### src/rtl/mips_pkg.sv
// mips_pkg -- shared definitions for the execute stage.
//   * funct codes (instruction bits [5:0]) decoded by ex_stage
//   * ex_state_t: multiply/divide unit state (IDLE, BUSY)
//   * mdu_op_t:   multiply or divide selector for ex_mdu
//   * abs32:      conditional two's-complement magnitude
package mips_pkg;

    localparam logic [5:0] F_SLL   = 6'h00;
    localparam logic [5:0] F_SRL   = 6'h02;
    localparam logic [5:0] F_SRA   = 6'h03;
    localparam logic [5:0] F_MFHI  = 6'h10;
    localparam logic [5:0] F_MFLO  = 6'h12;
    localparam logic [5:0] F_MULT  = 6'h18;
    localparam logic [5:0] F_MULTU = 6'h19;
    localparam logic [5:0] F_DIV   = 6'h1A;
    localparam logic [5:0] F_DIVU  = 6'h1B;
    localparam logic [5:0] F_ADD   = 6'h20;
    localparam logic [5:0] F_ADDU  = 6'h21;
    localparam logic [5:0] F_SUB   = 6'h22;
    localparam logic [5:0] F_SUBU  = 6'h23;
    localparam logic [5:0] F_AND   = 6'h24;
    localparam logic [5:0] F_OR    = 6'h25;
    localparam logic [5:0] F_XOR   = 6'h26;
    localparam logic [5:0] F_NOR   = 6'h27;
    localparam logic [5:0] F_SLT   = 6'h2A;
    localparam logic [5:0] F_SLTU  = 6'h2B;

    typedef enum logic {IDLE, BUSY} ex_state_t;

    typedef enum logic {MDU_MUL, MDU_DIV} mdu_op_t;

    // Magnitude of v when it is treated as signed (en=1), else v unchanged.
    function automatic logic [31:0] abs32(input logic [31:0] v, input logic en);
        return (en && v[31]) ? (~v + 32'd1) : v;
    endfunction

endpackage

### src/rtl/ex_mdu.sv
// ex_mdu -- iterative multiply/divide unit.
// A 32-step shift-add multiplier or restoring divider working on operand
// magnitudes; signs are applied on the final step when HI/LO are written.
// Ports:
//   clk_EX, rst_EX   clock, asynchronous active-high reset
//   start            begin an operation (only honoured in IDLE)
//   is_signed        treat op_a/op_b as two's complement
//   op               MDU_MUL or MDU_DIV
//   op_a, op_b       multiplicands, or dividend/divisor
//   busy             high while an operation is in progress
//   hi, lo           most recently completed HI/LO
module ex_mdu
    import mips_pkg::*;
(
    input  logic        clk_EX,
    input  logic        rst_EX,
    input  logic        start,
    input  logic        is_signed,
    input  mdu_op_t     op,
    input  logic [31:0] op_a,
    input  logic [31:0] op_b,
    output logic        busy,
    output logic [31:0] hi,
    output logic [31:0] lo
);

    ex_state_t   state, state_nx;
    logic [4:0]  cnt;
    mdu_op_t     op_q;
    logic        neg_main;     // product / quotient must be negated
    logic        neg_rem;      // remainder must be negated
    logic        div0;
    logic [31:0] dividend_q;
    logic [31:0] b_mag;
    logic [31:0] acc_hi;       // product high half, or partial remainder
    logic [31:0] acc_lo;       // multiplier bits, or dividend bits -> quotient

    logic [32:0] mul_sum, div_shift, div_diff;
    logic        div_ge;
    logic [31:0] step_hi, step_lo;
    logic [63:0] prod_fix;
    logic [31:0] fin_hi, fin_lo;

    // One iteration of either algorithm.
    assign mul_sum   = {1'b0, acc_hi} + (acc_lo[0] ? {1'b0, b_mag} : 33'd0);
    assign div_shift = {acc_hi, acc_lo[31]};
    assign div_diff  = div_shift - {1'b0, b_mag};
    assign div_ge    = ~div_diff[32];

    always_comb begin
        if (op_q == MDU_MUL) begin
            step_hi = mul_sum[32:1];
            step_lo = {mul_sum[0], acc_lo[31:1]};
        end else begin
            step_hi = div_ge ? div_diff[31:0] : div_shift[31:0];
            step_lo = {acc_lo[30:0], div_ge};
        end
    end

    // Sign fix-up and divide-by-zero override applied to the last step.
    assign prod_fix = neg_main ? (~{step_hi, step_lo} + 64'd1) : {step_hi, step_lo};

    always_comb begin
        fin_hi = prod_fix[63:32];
        fin_lo = prod_fix[31:0];
        if (op_q == MDU_DIV) begin
            if (div0) begin
                fin_hi = dividend_q;
                fin_lo = 32'hFFFF_FFFF;
            end else begin
                fin_hi = neg_rem  ? (~step_hi + 32'd1) : step_hi;
                fin_lo = neg_main ? (~step_lo + 32'd1) : step_lo;
            end
        end
    end

    // NOTE: the state register is a separate always_ff; the next-state logic
    // is purely combinational with its default assigned first so no latch forms.
    always_ff @(posedge clk_EX or posedge rst_EX) begin
        if (rst_EX) state <= IDLE;
        else        state <= state_nx;
    end

    always_comb begin
        state_nx = state;
        case (state)
            IDLE:    if (start) state_nx = BUSY;
            BUSY:    if (cnt == 5'd31) state_nx = IDLE;
            default: state_nx = IDLE;
        endcase
    end

    assign busy = (state == BUSY);

    // NOTE: every register here, including HI/LO, is cleared by reset so an
    // operation aborted by reset leaves HI/LO at zero.
    always_ff @(posedge clk_EX or posedge rst_EX) begin
        if (rst_EX) begin
            cnt        <= '0;
            op_q       <= MDU_MUL;
            neg_main   <= 1'b0;
            neg_rem    <= 1'b0;
            div0       <= 1'b0;
            dividend_q <= '0;
            b_mag      <= '0;
            acc_hi     <= '0;
            acc_lo     <= '0;
            hi         <= '0;
            lo         <= '0;
        end else if (state == IDLE) begin
            if (start) begin
                cnt        <= '0;
                op_q       <= op;
                neg_main   <= is_signed && (op_a[31] ^ op_b[31]);
                neg_rem    <= is_signed && op_a[31];
                div0       <= (op == MDU_DIV) && (op_b == 32'd0);
                dividend_q <= op_a;
                b_mag      <= abs32(op_b, is_signed);
                acc_hi     <= '0;
                acc_lo     <= abs32(op_a, is_signed);
            end
        end else begin
            acc_hi <= step_hi;
            acc_lo <= step_lo;
            cnt    <= cnt + 5'd1;
            if (cnt == 5'd31) begin
                hi <= fin_hi;
                lo <= fin_lo;
            end
        end
    end

endmodule

### src/rtl/ex_stage.sv
// ex_stage -- MIPS execute stage.
// Single-cycle ALU ops are registered one cycle after acceptance; mult/div
// are handed to ex_mdu, which stalls the upstream stage while it iterates.
// Ports:
//   clk_EX, rst_EX      clock, asynchronous active-high reset
//   data1_EX, data2_EX  rs / rt operands
//   funct_EX            sign-extended immediate; [5:0] is the funct code
//   rd_EX, shamt_EX     destination register, shift amount
//   nextIns_EX          next-instruction address, passed through
//   valid_EX            input bundle is a live instruction
//   result_EX, rdOut_EX, wrEn_EX, nextInsOut_EX   registered outputs
//   stall_EX            upstream must hold its bundle
module ex_stage
    import mips_pkg::*;
#(
    parameter int NEXT_W = 8
) (
    input  logic              clk_EX,
    input  logic              rst_EX,
    input  logic [31:0]       data1_EX,
    input  logic [31:0]       data2_EX,
    input  logic [31:0]       funct_EX,
    input  logic [4:0]        rd_EX,
    input  logic [4:0]        shamt_EX,
    input  logic [NEXT_W-1:0] nextIns_EX,
    input  logic              valid_EX,
    output logic [31:0]       result_EX,
    output logic [4:0]        rdOut_EX,
    output logic              wrEn_EX,
    output logic [NEXT_W-1:0] nextInsOut_EX,
    output logic              stall_EX
);

    logic [5:0]  fc;
    logic        unused_funct_hi;
    logic [31:0] alu_res;
    logic        alu_wr;
    logic        is_md, md_signed;
    mdu_op_t     md_op;
    logic        mdu_busy;
    logic [31:0] mdu_hi, mdu_lo;
    logic        accept;

    assign fc              = funct_EX[5:0];
    assign unused_funct_hi = ^funct_EX[31:6];

    always_comb begin
        alu_res   = '0;
        alu_wr    = 1'b1;
        is_md     = 1'b0;
        md_signed = 1'b0;
        md_op     = MDU_MUL;
        case (fc)
            F_SLL:          alu_res = data2_EX << shamt_EX;
            F_SRL:          alu_res = data2_EX >> shamt_EX;
            F_SRA:          alu_res = $signed(data2_EX) >>> shamt_EX;
            F_MFHI:         alu_res = mdu_hi;
            F_MFLO:         alu_res = mdu_lo;
            F_ADD, F_ADDU:  alu_res = data1_EX + data2_EX;
            F_SUB, F_SUBU:  alu_res = data1_EX - data2_EX;
            F_AND:          alu_res = data1_EX & data2_EX;
            F_OR:           alu_res = data1_EX | data2_EX;
            F_XOR:          alu_res = data1_EX ^ data2_EX;
            F_NOR:          alu_res = ~(data1_EX | data2_EX);
            F_SLT:          alu_res = {31'd0, $signed(data1_EX) < $signed(data2_EX)};
            F_SLTU:         alu_res = {31'd0, data1_EX < data2_EX};
            F_MULT:  begin alu_wr = 1'b0; is_md = 1'b1; md_signed = 1'b1; end
            F_MULTU: begin alu_wr = 1'b0; is_md = 1'b1; end
            F_DIV:   begin alu_wr = 1'b0; is_md = 1'b1; md_signed = 1'b1; md_op = MDU_DIV; end
            F_DIVU:  begin alu_wr = 1'b0; is_md = 1'b1; md_op = MDU_DIV; end
            default:        alu_wr = 1'b0;
        endcase
    end

    assign accept   = valid_EX && !mdu_busy;
    assign stall_EX = mdu_busy;

    ex_mdu u_mdu (
        .clk_EX    (clk_EX),
        .rst_EX    (rst_EX),
        .start     (accept && is_md),
        .is_signed (md_signed),
        .op        (md_op),
        .op_a      (data1_EX),
        .op_b      (data2_EX),
        .busy      (mdu_busy),
        .hi        (mdu_hi),
        .lo        (mdu_lo)
    );

    // While the MDU is busy the inputs are ignored: outputs hold, no write.
    always_ff @(posedge clk_EX or posedge rst_EX) begin
        if (rst_EX) begin
            result_EX     <= '0;
            rdOut_EX      <= '0;
            wrEn_EX       <= 1'b0;
            nextInsOut_EX <= '0;
        end else if (!mdu_busy) begin
            result_EX     <= alu_res;
            rdOut_EX      <= rd_EX;
            wrEn_EX       <= valid_EX && alu_wr;
            nextInsOut_EX <= nextIns_EX;
        end else begin
            wrEn_EX       <= 1'b0;
        end
    end

endmodule
### config.mk
export PLATFORM = sky130hd
export DESIGN_NAME = ex_stage
export DESIGN_NICKNAME = d
export VERILOG_FILES = /design/src/rtl/mips_pkg.sv /design/src/rtl/ex_mdu.sv /design/src/rtl/ex_stage.sv
export SDC_FILE = /design/constraint.sdc
export NUM_CORES = 2
export LEC_CHECK = 0
export ABC_AREA = 1
export BUFFER_PORTS_ARGS = -buffer_cell sky130_fd_sc_hd__buf_4
export CAP_MARGIN = 0
export CORE_MARGIN = 2
export CORE_UTILIZATION = 55
export DETAILED_ROUTE_END_ITERATION = 12
export PLACE_DENSITY = 0.84
export SLEW_MARGIN = 10
export SYNTH_ARGS = -nofsm -noshare
export SYNTH_HDL_FRONTEND = slang
export SYNTH_SLANG_ARGS = --single-unit
export TNS_END_PERCENT = 1
### constraint.sdc
create_clock -name clk_EX -period 24.3 [get_ports clk_EX]
set_clock_uncertainty 0.15 [all_clocks]
set_input_delay 4.86 -clock clk_EX [delete_from_list [all_inputs] [get_ports clk_EX]]
set_output_delay 4.86 -clock clk_EX [all_outputs]
set_load 0.005 [all_outputs]
==> results.md <==
- The run finished with clean final reports.
- Static timing analysis puts the maximum clock frequency at 117 MHz.
- The length of the first detailed-routing pass in iterations is 6.
- Excluding fillers, the count of instances in the completed layout stands at approximately 5600.
- The kind of critical path is input port to flop.
- In the final routed layout, each cell accounts on average for 24.6 um.
- In the final layout, the share of cells above drive strength 1 is 0.0776.
- The count of nets left with antenna violations once routing finished came out at 0.
- The count of unresolved DRC violations after routing is 0.
- In this run the critical register-to-register path is captured at u_mdu.hi[0]$_DFFE_PP0P_.
- Entering global routing, the biggest net connects 115 pins.
- The via count of the first global-routing pass was roughly 33000.
- The floorplan step defined a core boundary enclosing ~0.053 mm2.
- The clock reaches the later pin of the worst-skew pair after 0.60 ns.
- The synthesized design contains 0 enable-type register cells.
- In this run, CTS created clock tree buffers numbering 29.
- Clock-pin slew was measured on the worst setup and hold paths at 0.07 ns.
- The via count is about 35000.
- For this design, the sink count on the clock tree is between 200 and 250.
- The number of cells traversed by the worst register-to-register path is 26.
- The quantity of gates resized following cts is 0.
- The final hold violation count was 0.
- The worst reg-to-reg setup slack is around 18 ns.
- The critical path ends at u_mdu.acc_lo[30]$_DFFE_PP0P_.
- The average size of a mapped cell is 5.91 um2.
- The post-layout worst setup margin is 15.75 ns.
- The clock tree from TritonCTS is done.
- The die extent in x is 234 um.
- In this run the worst hold path is classified as flop to flop.
- The final-layout setup total negative slack is 0 ns.
- The tool flagged a number of max-cap violations equal to 0.
- For the pin with the worst max-slew slack, the measured transition is around 1.2 ns.
- The initial antenna violation count is 10.
- The worst-case IR drop observed on VDD is ~0.00007 V.
- The element type at the critical path end is a flop.
- The total nets after synthesis is between 5000 and 6000.
- The cell area that synthesis handed to floorplanning was roughly 0.029 mm2.
- The number of cells in the design after placement is 5575.
- In this run the worst setup path begins at data1_EX[1].
- Across every metal layer, demand over resource in global routing totals 0.500.
- Dividing total power by cell area gives a power density of about 120 mW/mm2.
- At the end of routability-driven placement, the weighted congestion stood at ~1.1.
- The overall die height is 234 um.
- At the placement stage, the worst setup path has a slack of between 15 and 20 ns.
- In this run the clock root is driven by a clkbuf_16.
- The first global-routing pass estimated a little over 200000 um of wire.
- Of all nets on the critical path, the largest fanout is 6.
- At the end of the flow the core is filled with cells to 0.599.
- The post-synthesis cell type count is between 60 and 70.
- The DRC violation total after the first TritonRoute iteration is approximately 4600.
- The die covers roughly 0.055 mm2.
- Once the clock tree was built, the setup fixing pass inserted 0 buffers.
- The storage element area is between 0.006 and 0.007 mm2.
- The routed wire length is ~140000 um.
- The worst setup path is launched from an input port.
- The total congestion overflow is 0.
- The number of rows created at floorplan is 84.
- The ratio of final minimum period to clock period is 0.352.
- In this run the tool buffered the top-level ports with ~140 buffer cells.
- The count of state elements after synthesis is about 250.
- The headroom to the max-slew limit is 0.175.
- In the final layout, the multi-input gates occupy slightly below 0.02 mm2.
- The count of fill cells added during filler insertion is slightly above 5000.
- Using the TritonRoute via totals, the vias-per-cell ratio works out to between 6 and 7.
- Setup repair after global routing left no endpoint under its margin.
- The max-slew violation count was 0.
- The worst register-to-register path begins at u_mdu.b_mag[30]$_DFFE_PP0P_.
- The share of synthesized flip-flops with an asynchronous set or reset is 1.00.
- The critical path data arrival time is 8.88 ns.
- between 150 and 200 I/O pins were placed.
- For this configuration, the core starts out at a cell density of 0.555.
- The clock passes through at most 3 buffers.
- The most used flip-flop cell after synthesis is dfrtp_1.
- STA puts the critical path data required time at 24.63 ns.
- At the end of the flow, the number of nets in the layout was approximately 5200.
- The number of warning messages in the yosys log is 0.
- After technology mapping, the gate count stands at 4936.
- The share of the Yosys chip area taken by registers is 0.213.
- The number of levels in the clock H-tree is 1.
- After layout, the minimum clock period comes to between 8 and 9 ns.
- The hold buffer count at CTS is 0.
- In this run the static leakage power is about 16 nW.
- Setup violations remaining at the end of the flow were counted as 0.
- The layout overhead on the synthesized area is 7.77%.
- Summed over all nets, the half-perimeter wirelength after detailed placement is 106000 um.
worst min path at each step:
stage / from / to / cells past startpoint
global route: u_mdu.hi[27]$_DFFE_PP0P_ / u_mdu.hi[27]$_DFFE_PP0P_ / 2
detailed placement: nextInsOut_EX[7]$_DFFE_PP0N_ / nextInsOut_EX[7]$_DFFE_PP0N_ / 2
finish: rdOut_EX[2]$_DFFE_PP0N_ / rdOut_EX[2]$_DFFE_PP0N_ / 2
global placement: nextInsOut_EX[5]$_DFFE_PP0N_ / nextInsOut_EX[5]$_DFFE_PP0N_ / 2
CTS: rdOut_EX[2]$_DFFE_PP0N_ / rdOut_EX[2]$_DFFE_PP0N_ / 2
floorplan: u_mdu.hi[19]$_DFFE_PP0P_ / u_mdu.hi[19]$_DFFE_PP0P_ / 2
through the flow:
stage | total power, mW | cell area, um2 | hold slack, ns
global placement | 3.16 | 30400 | 0.314
finish | 3.81 | 31500 | 0.336
global route | 4.08 | 31500 | 0.351
detailed placement | 3.20 | 30400 | 0.316
floorplan | 2.43 | 29200 | 0.299
CTS | 3.68 | 31400 | 0.337
where the power goes:
part | internal, mW | total [mW] | switching, mW | leakage (nW)
sequential | 0.565 | 0.727 | 0.162 | 2.90
clock | 0.282 | 0.471 | 0.189 | 0.487
combinational | 0.760 | 2.61 | 1.85 | 12.8
cell type report:
class	count	share of cell area
Timing Repair Buffer	178	0.0425
Clock buffer	38	0.0254
Sequential cell	248	0.197
Tap cell	688	0.0274
Multi-Input combinational cell	3763	0.617
Inverter	699	0.0837
Antenna cell	7	0.000557
Clock inverter	12	0.00620
cells in the mapped netlist, types with 16 or more instances:
cell,n,area share
nand2_1,1469,0.19
inv_1,681,0.088
nor2_1,421,0.054
o21ai_0,410,0.070
nand3_1,333,0.057
a21oi_1,295,0.051
dfrtp_1,248,0.21
clkbuf_1,170,0.022
ha_1,166,0.071
xor2_1,65,0.020
o22ai_1,58,0.012
nand2_2,47,0.010
nand4_1,46,0.0099
nor3_1,43,0.0074
o2111ai_1,34,0.010
o211ai_1,32,0.0082
a31oi_1,31,0.0066
or2_2,28,0.0060
a221oi_1,25,0.0075
buf_1,21,0.0027
a211oi_1,20,0.0051
nor2_2,20,0.0043
buf_2,18,0.0031
nand3b_1,17,0.0044
a22oi_1,16,0.0041
o221ai_1,16,0.0048
critical path, cell delays in order:
cell      delay (ns)
buf_4           0.17
inv_1           0.19
ha_1            0.21
nand3_1         0.14
nor2_1          0.25
nand3_1         0.16
nor3_1          0.78
nand2_1         0.21
nor3_1          0.25
nand3_1         0.17
nor3_1          0.33
nand2_1         0.15
nor3_2          0.15
nand3_1         0.15
o21ai_2         0.29
o21ai_0         0.20
nand3_1         0.12
o211ai_1        0.09
kinds of logic after synthesis:
group | after synthesis | share of synthesized area
and+or+nand+nor | 2476 | 0.359
xor gates and xnor gates | 73 | 0.0219
buffers and inverters | 925 | 0.123
adders and majority gates | 170 | 0.0739
AOI/OAI and AO/OA | 1031 | 0.205
DFF | 248 | 0.213
muxes | 13 | 0.00446
metal layers:
metal  global-route usage  share of wire  routed length (um)
met5                    0        0.00017                  24
met1                0.566           0.34               47600
met3                0.148           0.12               16700
met2                0.761           0.42               58800
met4                0.456           0.11               15300
state kept, by name, indices dropped and copies added (netlist names), 5 cells and up:
name / flops
u_mdu.cnt: 5
u_mdu.b_mag: 32
result_EX: 32
u_mdu.lo: 32
u_mdu.acc_lo: 32
nextInsOut_EX: 8
u_mdu.hi: 32
u_mdu.acc_hi: 32
u_mdu.dividend_q: 32
rdOut_EX: 5
cell usage in the layout, fill, tap and decap left out, types with 46 or more instances in the layout:
cell type / synthesis / final
a21oi_1: 295 / 295
buf_4: 7 / 178
dfrtp_1: 248 / 245
ha_1: 166 / 166
inv_1: 681 / 678
nand2_1: 1469 / 1468
nand2_2: 47 / 48
nand3_1: 333 / 333
nand4_1: 46 / 46
nor2_1: 421 / 417
o21ai_0: 410 / 409
o22ai_1: 58 / 58
xor2_1: 65 / 65
No activity file was read; power rests on OpenSTA's default activity.
